## src/rtl/fetch_unit.sv

```systemverilog
// ---------------------------------------------------------------------------
// fetch_unit
//
// Instruction-fetch stage of a five-stage MIPS pipeline. Owns the program
// counter, issues read requests to the instruction cache and feeds the IF/ID
// pipeline register. Handles hazard stalls, downstream branch/jump redirects
// (including ones that land while a cache access is still outstanding) and
// the terminal halt.
//
// Ports
//   CLK                in   system clock, rising-edge active
//   RST                in   synchronous active-high reset
//   ihit               in   imemload is valid for the current imemaddr
//   imemload[31:0]     in   instruction word from the cache
//   imemREN            out  instruction read request
//   imemaddr[31:0]     out  instruction address (always the PC register)
//   stall              in   hazard unit: hold PC and IF/ID contents
//   redirect           in   taken branch/jump resolved downstream
//   redirect_pc[31:0]  in   redirect target (bits [1:0] ignored)
//   halt               in   halt has reached MEM; stop fetching for good
//   IF_instruction_in  out  word to IF/ID; zero (nop bubble) unless accepted
//   IF_pc_add4_in      out  PC + 4 of the current fetch address
//   if_wen             out  IF/ID register write enable
//   fetch_count[31:0]  out  number of accepted instructions (wraps)
// ---------------------------------------------------------------------------
module fetch_unit #(
    parameter logic [31:0] PC_INIT = 32'h0000_0000
) (
    input  logic        CLK,
    input  logic        RST,
    input  logic        ihit,
    input  logic [31:0] imemload,
    output logic        imemREN,
    output logic [31:0] imemaddr,
    input  logic        stall,
    input  logic        redirect,
    input  logic [31:0] redirect_pc,
    input  logic        halt,
    output logic [31:0] IF_instruction_in,
    output logic [31:0] IF_pc_add4_in,
    output logic        if_wen,
    output logic [31:0] fetch_count
);

    typedef enum logic {
        ST_FETCH  = 1'b0,
        ST_HALTED = 1'b1
    } state_t;

    // Word-align the reset vector so a misconfigured parameter cannot
    // produce an unaligned fetch address.
    localparam logic [31:0] PC_RESET = {PC_INIT[31:2], 2'b00};

    // Architectural state
    state_t      r_state;
    logic [31:0] r_pc;
    logic        r_pend;
    logic [31:0] r_pend_pc;
    logic [31:0] r_fetch_count;

    // Next-state values
    state_t      w_state_nxt;
    logic [31:0] w_pc_nxt;
    logic        w_pend_nxt;
    logic [31:0] w_pend_pc_nxt;
    logic [31:0] w_fetch_count_nxt;

    // Decoded conditions
    logic        w_fetching;
    logic        w_accept;
    logic [31:0] w_redirect_tgt;
    logic [31:0] w_pc_plus4;
    logic        w_unused_rpc_lsbs;

    // -----------------------------------------------------------------------
    // Combinational outputs
    // -----------------------------------------------------------------------
    assign w_fetching     = (r_state == ST_FETCH);
    assign w_redirect_tgt = {redirect_pc[31:2], 2'b00};
    assign w_pc_plus4     = r_pc + 32'd4;

    // The low target bits are architecturally meaningless for word fetches.
    assign w_unused_rpc_lsbs = ^redirect_pc[1:0];

    // A word is only taken when nothing downstream wants the slot for a
    // bubble: a redirect this cycle or one still waiting for its cache
    // access to retire both discard the returned word.
    assign w_accept = w_fetching & ihit & ~stall & ~redirect & ~r_pend;

    assign imemaddr          = r_pc;
    assign imemREN           = w_fetching;
    assign IF_instruction_in = w_accept ? imemload : 32'h0;
    assign IF_pc_add4_in     = w_pc_plus4;
    // A redirect overrides a stall so that the flush bubble reaches IF/ID.
    assign if_wen            = w_fetching & (~stall | redirect);
    assign fetch_count       = r_fetch_count;

    // -----------------------------------------------------------------------
    // Next-state logic
    // -----------------------------------------------------------------------
    always_comb begin
        // NOTE: every value written here gets a default first so no path can
        // leave it unassigned and infer a latch.
        w_state_nxt       = r_state;
        w_pc_nxt          = r_pc;
        w_pend_nxt        = r_pend;
        w_pend_pc_nxt     = r_pend_pc;
        w_fetch_count_nxt = r_fetch_count;

        unique case (r_state)
            ST_FETCH: begin
                if (halt) begin
                    // Halt wins over everything, including a redirect.
                    w_state_nxt = ST_HALTED;
                    w_pend_nxt  = 1'b0;
                end else if (redirect && ihit) begin
                    // Cache access just completed: retarget immediately.
                    w_pc_nxt   = w_redirect_tgt;
                    w_pend_nxt = 1'b0;
                end else if (redirect) begin
                    // Access still outstanding: keep the address stable for
                    // the cache and remember where to go once it returns.
                    // A newer redirect simply overwrites the older target.
                    w_pend_nxt    = 1'b1;
                    w_pend_pc_nxt = w_redirect_tgt;
                end else if (r_pend && ihit) begin
                    // The stale access has retired; its word was a bubble.
                    w_pc_nxt   = r_pend_pc;
                    w_pend_nxt = 1'b0;
                end else if (w_accept) begin
                    w_pc_nxt          = w_pc_plus4;
                    w_fetch_count_nxt = r_fetch_count + 32'd1;
                end
                // Otherwise a miss or a plain stall holds everything; a word
                // returned under stall is dropped and fetched again later.
            end

            ST_HALTED: begin
                // Absorbing until reset; all inputs are ignored.
            end

            default: begin
                w_state_nxt = ST_HALTED;
            end
        endcase
    end

    // -----------------------------------------------------------------------
    // State registers
    // -----------------------------------------------------------------------
    always_ff @(posedge CLK) begin
        // NOTE: sequential state uses non-blocking assignments so every
        // register samples the pre-edge values regardless of statement order.
        if (RST) begin
            r_state       <= ST_FETCH;
            r_pc          <= PC_RESET;
            r_pend        <= 1'b0;
            r_pend_pc     <= 32'h0;
            r_fetch_count <= 32'h0;
        end else begin
            r_state       <= w_state_nxt;
            r_pc          <= w_pc_nxt;
            r_pend        <= w_pend_nxt;
            r_pend_pc     <= w_pend_pc_nxt;
            r_fetch_count <= w_fetch_count_nxt;
        end
    end

endmodule

```

## config.mk

```make
export PLATFORM = sky130hd
export DESIGN_NAME = fetch_unit
export DESIGN_NICKNAME = d
export VERILOG_FILES = /design/src/rtl/fetch_unit.sv
export SDC_FILE = /design/constraint.sdc
export NUM_CORES = 1
export LEC_CHECK = 0
export ABC_AREA = 1
export CORE_AREA = 2 2 152 95
export CTS_CLUSTER_SIZE = 28
export DETAILED_ROUTE_END_ITERATION = 8
export DIE_AREA = 0 0 154 97
export PLACE_DENSITY = 0.77
export SLEW_MARGIN = 20
export SYNTH_ARGS = -nofsm -noshare
export SYNTH_HDL_FRONTEND = slang
export SYNTH_SLANG_ARGS = --single-unit
```

## constraint.sdc

```tcl
create_clock -name CLK -period 2.3 [get_ports CLK]
set_input_delay 0.46 -clock CLK [delete_from_list [all_inputs] [get_ports CLK]]
set_output_delay 0.46 -clock CLK [all_outputs]
set_load 0.005 [all_outputs]
```

==> results of run 1 <==
-- how the worst min path moves through the flow --
| stage | start | to | slack, ns | cells after the start |
|---|---|---|---|---|
| floorplan | r_pend_pc[3] | r_pend_pc[3] | 0.42 | 2 |
| global route | r_pend_pc[5] | r_pend_pc[5] | 0.48 | 2 |
| global placement | r_pend_pc[3] | r_pend_pc[3] | 0.44 | 2 |
| detailed placement | r_pend_pc[3] | r_pend_pc[3] | 0.44 | 2 |
| finish | r_pend_pc[7] | r_pend_pc[7] | 0.45 | 2 |
| CTS | r_pend_pc[3] | r_pend_pc[3] | 0.45 | 2 |
-- timing repair --
action	CTS	global route
pin swaps	18	26
gates resized for setup	139	95
setup buffers	14	15
setup endpoints to repair	59	26
-- state kept, by name, indices dropped and copies added (netlist names) --
signal       cells
fetch_count     32
r_state          1
r_pend           1
r_pend_pc       30
imemaddr        30
-- logic make-up (layout without fill, tap and decap cells) --
| group | Yosys count | count (layout) | synth area share (%) |
|---|---|---|---|
| other | 1 | 4 | 0.0640 |
| AO/OA/AOI/OAI | 201 | 201 | 18.7 |
| XOR/XNOR | 12 | 12 | 1.79 |
| AND/OR/NAND/NOR | 527 | 527 | 36.7 |
| flip-flops | 94 | 94 | 32.1 |
| buffers and inverters | 144 | 398 | 10.0 |
| multiplexers | 1 | 1 | 0.171 |
| adder cells (fa/ha/maj) | 2 | 2 | 0.427 |
-- routing by layer --
layer / wire [um] / vias up / track usage (%)
met5: 0 / - / 0
met4: 404 / 0 / 5.90
met3: 2400 / 36 / 6.94
met2: 9520 / 395 / 41.2
met1: 10800 / 3330 / 44.0
li1: - / 3602 / -
-- through the flow --
stage	cells	util, %	setup WS (ns)
after floorplan	985	-	0.579
after global placement	1370	62.1	-0.197
after detailed placement	1370	62.1	-0.210
after CTS	1400	65.8	-0.187
after global routing	1414	68.0	-0.122
final	1414	68.0	-0.0587
-- placed cells by master, fill, tap and decap left out, types with 3 or more instances in the layout --
cell type	instances
a21oi_1	88
a21oi_2	19
buf_12	6
buf_2	4
buf_4	70
buf_6	14
clkbuf_16	9
clkbuf_2	10
clkdlybuf4s50_1	131
clkinvlp_4	3
conb_1	4
dfxtp_1	73
dfxtp_2	15
dfxtp_4	6
dlygate4sd2_1	41
dlymetal6s2s_1	3
inv_1	94
inv_2	5
nand2_1	231
nand2_2	25
nand3_1	25
nand3_2	6
nand3b_1	15
nor2_1	183
nor2_2	11
nor2_4	18
nor3_1	3
nor3b_1	3
o21ai_0	79
o21ai_1	7
o21ai_2	3
xnor2_1	3
xor2_1	3
xor2_2	3
-- power by group through the flow --
stage | Clock, W | Sequential [W] | Combinational (W)
final | 0.00151 | 0.00175 | 0.000713
after floorplan | 0 | 0.00177 | 0.000278
after global routing | 0.00158 | 0.00175 | 0.000768
after global placement | 0 | 0.00177 | 0.000690
after CTS | 0.00151 | 0.00174 | 0.000682
after detailed placement | 0 | 0.00177 | 0.000696
-- area by class of cell --
| type | count | area [um2] | share of cell area [%] |
|---|---|---|---|
| Multi-Input combinational cell | 747 | 3720 | 40.8 |
| Timing Repair Buffer | 281 | 2600 | 28.5 |
| Sequential cell | 94 | 1920 | 21.1 |
| Inverter | 101 | 379 | 4.16 |
| Clock buffer | 10 | 229 | 2.51 |
| Tap cell | 175 | 219 | 2.40 |
| Clock inverter | 6 | 53.8 | 0.590 |
-- worst min-delay path: cells and delay by family, from the launching register on --
family,cells,cell delay (ns)
buffers and inverters,1,0.06
DFF,1,0.30
AOI/OAI and AO/OA,1,0.05
==> impl_metrics.tcl, run 1 <==
set metrics [dict create \
    clock.fmax_mhz 424 \
    rrSetupSlack_ns 0.36 \
    clock_path_buffers 2 \
    via_count 7363 \
    worst_pin_slew_ns 0.770 \
    rr_worst_depth 11 \
    globalplace.congestion 0.961 \
    cts_tree "yes" \
    setup_viol 3 \
    wirelength_mm 23.1 \
    finalInstanceArea_um2 9120 \
    switching_share_pct 29.2 \
    synthTopCellsByCount "nand2_1 (258), nor2_1 (203), inv_1 (96), dfxtp_1 (94), a21oi_1 (88)" \
    area_delta_synth_final_pct 55.8 \
    worst-setup-path-type "flip-flop to primary output" \
    die_area_um2 14900 \
    synth_edf_count 0 \
    hpwlAfterDp_mm 16.5 \
    final.period_utilization_pct 103 \
    p_clk_share_pct 38.0 \
    crit_chain "ha_4 > nand2_4 > nor2_4 > buf_4 > buf_6 > nand3b_1 > nand2_1 > nand2_2 > dlygate4sd2_1" \
    seqPwrFrac_pct 44.0 \
    cpPeakStageDelay_ns 0.37 \
    finalHoldViolCount 0 \
    n_antenna_cell 0 \
    placed_cell_area_um2 8330 \
    async_flop_share_pct 0 \
    post-synth-top-count-cell "nand2_1" \
    r2r_start "fetch_count[0]" \
    synth_top_area_share_pct 32.1 \
    synth_cell_types 36 \
    slowest_stage "dfxtp_4" \
    die_x_um 154 \
    post_drt_wl_per_cell_um 16.3 \
    yosys_register_bits 94 \
    core_area_um2 13400 \
    syn_avg_cell_area_um2 5.96 \
    fill_cells 1166 \
    p_int_w 0.00281 \
    ys_warn_count 0 \
    path_buf_inv 3 \
    grt_pass1_wl_mm 34.3 \
    clkTransAtPathRegs_ns 0.08 \
    fin_skew_ns 0.0158 \
    grt_max_degree 68 \
    cts-buffers-inserted 9 \
    outcome "complete, but fails checks" \
    crit_cells 9 \
    port_buffers 193 \
    grt_pass1_vias 6247 \
    max-vdd-ir-drop_mv 0.410 \
    period_minus_slack_ns 2.36 \
    cp-endpoint "IF_pc_add4_in[12]" \
    dr.first_iter.drc_count 698 \
    cp_max_fo 3 \
    htreeDepth 3 \
    fin_total_pwr_w 0.00397 \
    required_ns 1.84 \
    p_leak_nw 3.86 \
    holdWs_ns 0.455 \
    yosysTopAreaCell "dfxtp_1" \
    power_density_nw_per_um2 435 \
    hold_buffers 0 \
    setup_ws_ns -0.0587 \
    drv_cap 0 \
    synth_ff_type "dfxtp_1" \
    syn_area_um2 5860 \
    crit_start "imemaddr[2]" \
    worstSkewPairLatency_ns 0.36 \
    start_util_pct 43.6 \
    tns_ns -0.0821 \
    viasPerCell 5.21 \
    drcViolationCount 0 \
    startpoint_type "flip-flop" \
    slew_viol_final 0 \
    crit_family "simple AND/OR/NAND/NOR gates" \
    synth_area_leaders "dfxtp_1 (32%), nand2_1 (17%), nor2_1 (13%), a21oi_1 (7.5%), o21ai_0 (7.4%)" \
    power_frac_comb_pct 18.0 \
    antenna_found_initial 0 \
    root_buffer "clkbuf_16" \
    cts.sinks 94 \
    num_rows 33 \
    power.switching_w 0.00116 \
    worst_slew_margin_rel_pct 48.4 \
    violations "setup timing" \
    ioPinCount 200 \
    nets 1306 \
    r2r_end "fetch_count[20]" \
    hp-class "flip-flop to flip-flop" \
    syn_inst 982 \
    arrival_ns 1.90 \
    rsz0062_at_grt "true" \
    ys_seq_area_share_pct 32.1 \
    first_pass_iters 7 \
    globalRouteOverflowTotal 0 \
    critPathCaptureType "primary output" \
    die_h_um 97 \
    grt_use_total_pct 29.0 \
    drtAntennaViolNets 0 \
    drive_above_1_share_pct 19.2 \
]
No activity file was read; power rests on OpenSTA's default activity.
==> run 2: changes to the inputs <==
Settings changed: CTS_CLUSTER_DIAMETER set to 120, SKIP_LAST_GASP set to 1.
==> impl_metrics.tcl, run 2 (synthesized netlist as in run 1, its figures left out) <==
set metrics [dict create \
    cts.sinks 94 \
    top_layer_used "met4" \
    p_int_w 0.00282 \
    worst_slew_margin_rel_pct 52.0 \
    crit_chain "ha_4 > buf_4 > buf_4 > xor2_1 > clkdlybuf4s50_1" \
    outcome "complete, but fails checks" \
    finalNonFillerCells 1426 \
    slew_viol_final 0 \
    start_util_pct 43.6 \
    n_antenna_cell 0 \
    rsz0062_at_grt "true" \
    power_density_nw_per_um2 426 \
    path_common_cell "buf_4" \
    cts_tree "yes" \
    period_minus_slack_ns 2.44 \
    finalHoldViolCount 0 \
    grt_use_total_pct 28.9 \
    cpPeakStageDelay_ns 0.57 \
    setup_viol 10 \
    drive_above_1_share_pct 18.9 \
    hpwlAfterDp_mm 16.5 \
    area_delta_synth_final_pct 59.3 \
    port_buffers 193 \
    drcViolationCount 0 \
    clkTransAtPathRegs_ns 0.08 \
    max-vdd-ir-drop_mv 0.413 \
    clock.fmax_mhz 410 \
    worst_pin_slew_ns 0.716 \
    globalRouteOverflowTotal 0 \
    seqPwrFrac_pct 44.0 \
    globalplace.congestion 0.961 \
    ioPinCount 200 \
    fin_total_pwr_w 0.00397 \
    switching_share_pct 29.1 \
    layout_common_cells "nand2_1 (237), nor2_1 (184), clkdlybuf4s50_1 (133), inv_1 (94), a21oi_1 (88)" \
    power.switching_w 0.00115 \
    grt_max_degree 68 \
    hold_buffers 0 \
    antenna_found_initial 0 \
    viasPerCell 5.23 \
    largest_reg_flops 32 \
    required_ns 1.84 \
    hp-class "flip-flop to flip-flop" \
    arrival_ns 1.98 \
    drtAntennaViolNets 0 \
    die_h_um 97 \
    die_area_um2 14900 \
    p_leak_nw 4.36 \
    startpoint_type "flip-flop" \
    route.met3.wl_mm 2.64 \
    setup_ws_ns -0.139 \
    wirelength_mm 23.5 \
    drv_cap 0 \
    violations "setup timing" \
    final_common_cell "nand2_1" \
    core_area_um2 13400 \
    grt_pass1_wl_mm 34.3 \
    post_drt_wl_per_cell_um 16.5 \
    grt_pass1_vias 6233 \
    worstSkewPairLatency_ns 0.35 \
    final.period_utilization_pct 106 \
    cp_max_fo 2 \
    cts-buffers-inserted 9 \
    fin_skew_ns 0.00981 \
    htreeDepth 3 \
    m1WireLength_mm 10.6 \
    slowest_stage "clkdlybuf4s50_1" \
    worst-setup-path-type "flip-flop to primary output" \
    clock_path_buffers 2 \
    wl_met2_mm 9.87 \
    critPathCaptureType "primary output" \
    first_pass_iters 5 \
    die_x_um 154 \
    power_frac_comb_pct 18.3 \
    dr.first_iter.drc_count 741 \
    via_count 7457 \
    nets 1318 \
    utilization_pct 69.5 \
    root_buffer "clkbuf_16" \
    tns_ns -0.901 \
    p_clk_share_pct 37.7 \
    num_rows 33 \
    dp_cells 1370 \
]
## run 2: cell count changes in the layout (fill, tap and decap cells not counted), sizes merged
cell / previous run / this run
dlymetal6s2s: 3 / 34
dlygate4sd2: 41 / 11
buf: 94 / 104
clkdlybuf4s50: 131 / 133
clkbuf: 20 / 19
## run 2: power groups by stage
stage	Clock [W]	Sequential, W	Combinational (W)
2_1_floorplan	0	0.00177	0.000278
3_3_place_gp	0	0.00177	0.000690
3_5_place_dp	0	0.00177	0.000696
4_1_cts	0.00151	0.00174	0.000688
5_1_grt	0.00157	0.00175	0.000784
6_report	0.00150	0.00175	0.000728
## run 2: area by class of cell
type | instances | area [um2]
clock buffer | 10 | 229
clock inverter | 6 | 53.8
fill | 1118 | 4090
inverter | 101 | 382
multi-input combinational | 747 | 3680
sequential | 94 | 1920
tap | 175 | 219
timing repair buffer | 293 | 2840
## run 2: worst max-delay path: cells and delay by family, from the launching register on
kind	cells	cell delay, ns
buffers and inverters	3	0.81
flip-flops	1	0.36
XOR/XNOR	1	0.28
adder cells (fa/ha/maj)	1	0.17
## run 2: final timing paths
| check | start | endpoint | slack, ns | depth (start not counted) |
|---|---|---|---|---|
| hold / removal | r_pend_pc[2] | r_pend_pc[2] | 0.45 | 2 |
| setup reg to reg | imemaddr[2] | imemaddr[21] | 0.30 | 15 |
| setup / recovery | imemaddr[2] | IF_pc_add4_in[4] | -0.14 | 5 |
| hold reg to reg | r_pend_pc[2] | r_pend_pc[2] | 0.45 | 2 |
## run 2: routing by layer
layer  up-vias  GRT usage (%)
met2       431           41.5
met1      3370           45.0
met5         -              0
met4         0           5.10
li1       3624              -
met3        32           4.88
## run 2: timing repair
action,4_1_cts,5_1_grt
setup buffers,14,27
resized for setup,81,132
cloned,0,1
endpoints found under the setup margin,59,58
pin swaps,17,28
## run 2: stage by stage
step / instance area (um2) / hold slack [ns] / setup WS (ns)
2_1_floorplan: 5870 / 0.425 / 0.579
3_3_place_gp: 8330 / 0.438 / -0.197
5_1_grt: 9330 / 0.480 / -0.230
6_report: 9330 / 0.451 / -0.139
3_5_place_dp: 8330 / 0.444 / -0.210
4_1_cts: 8830 / 0.454 / -0.207
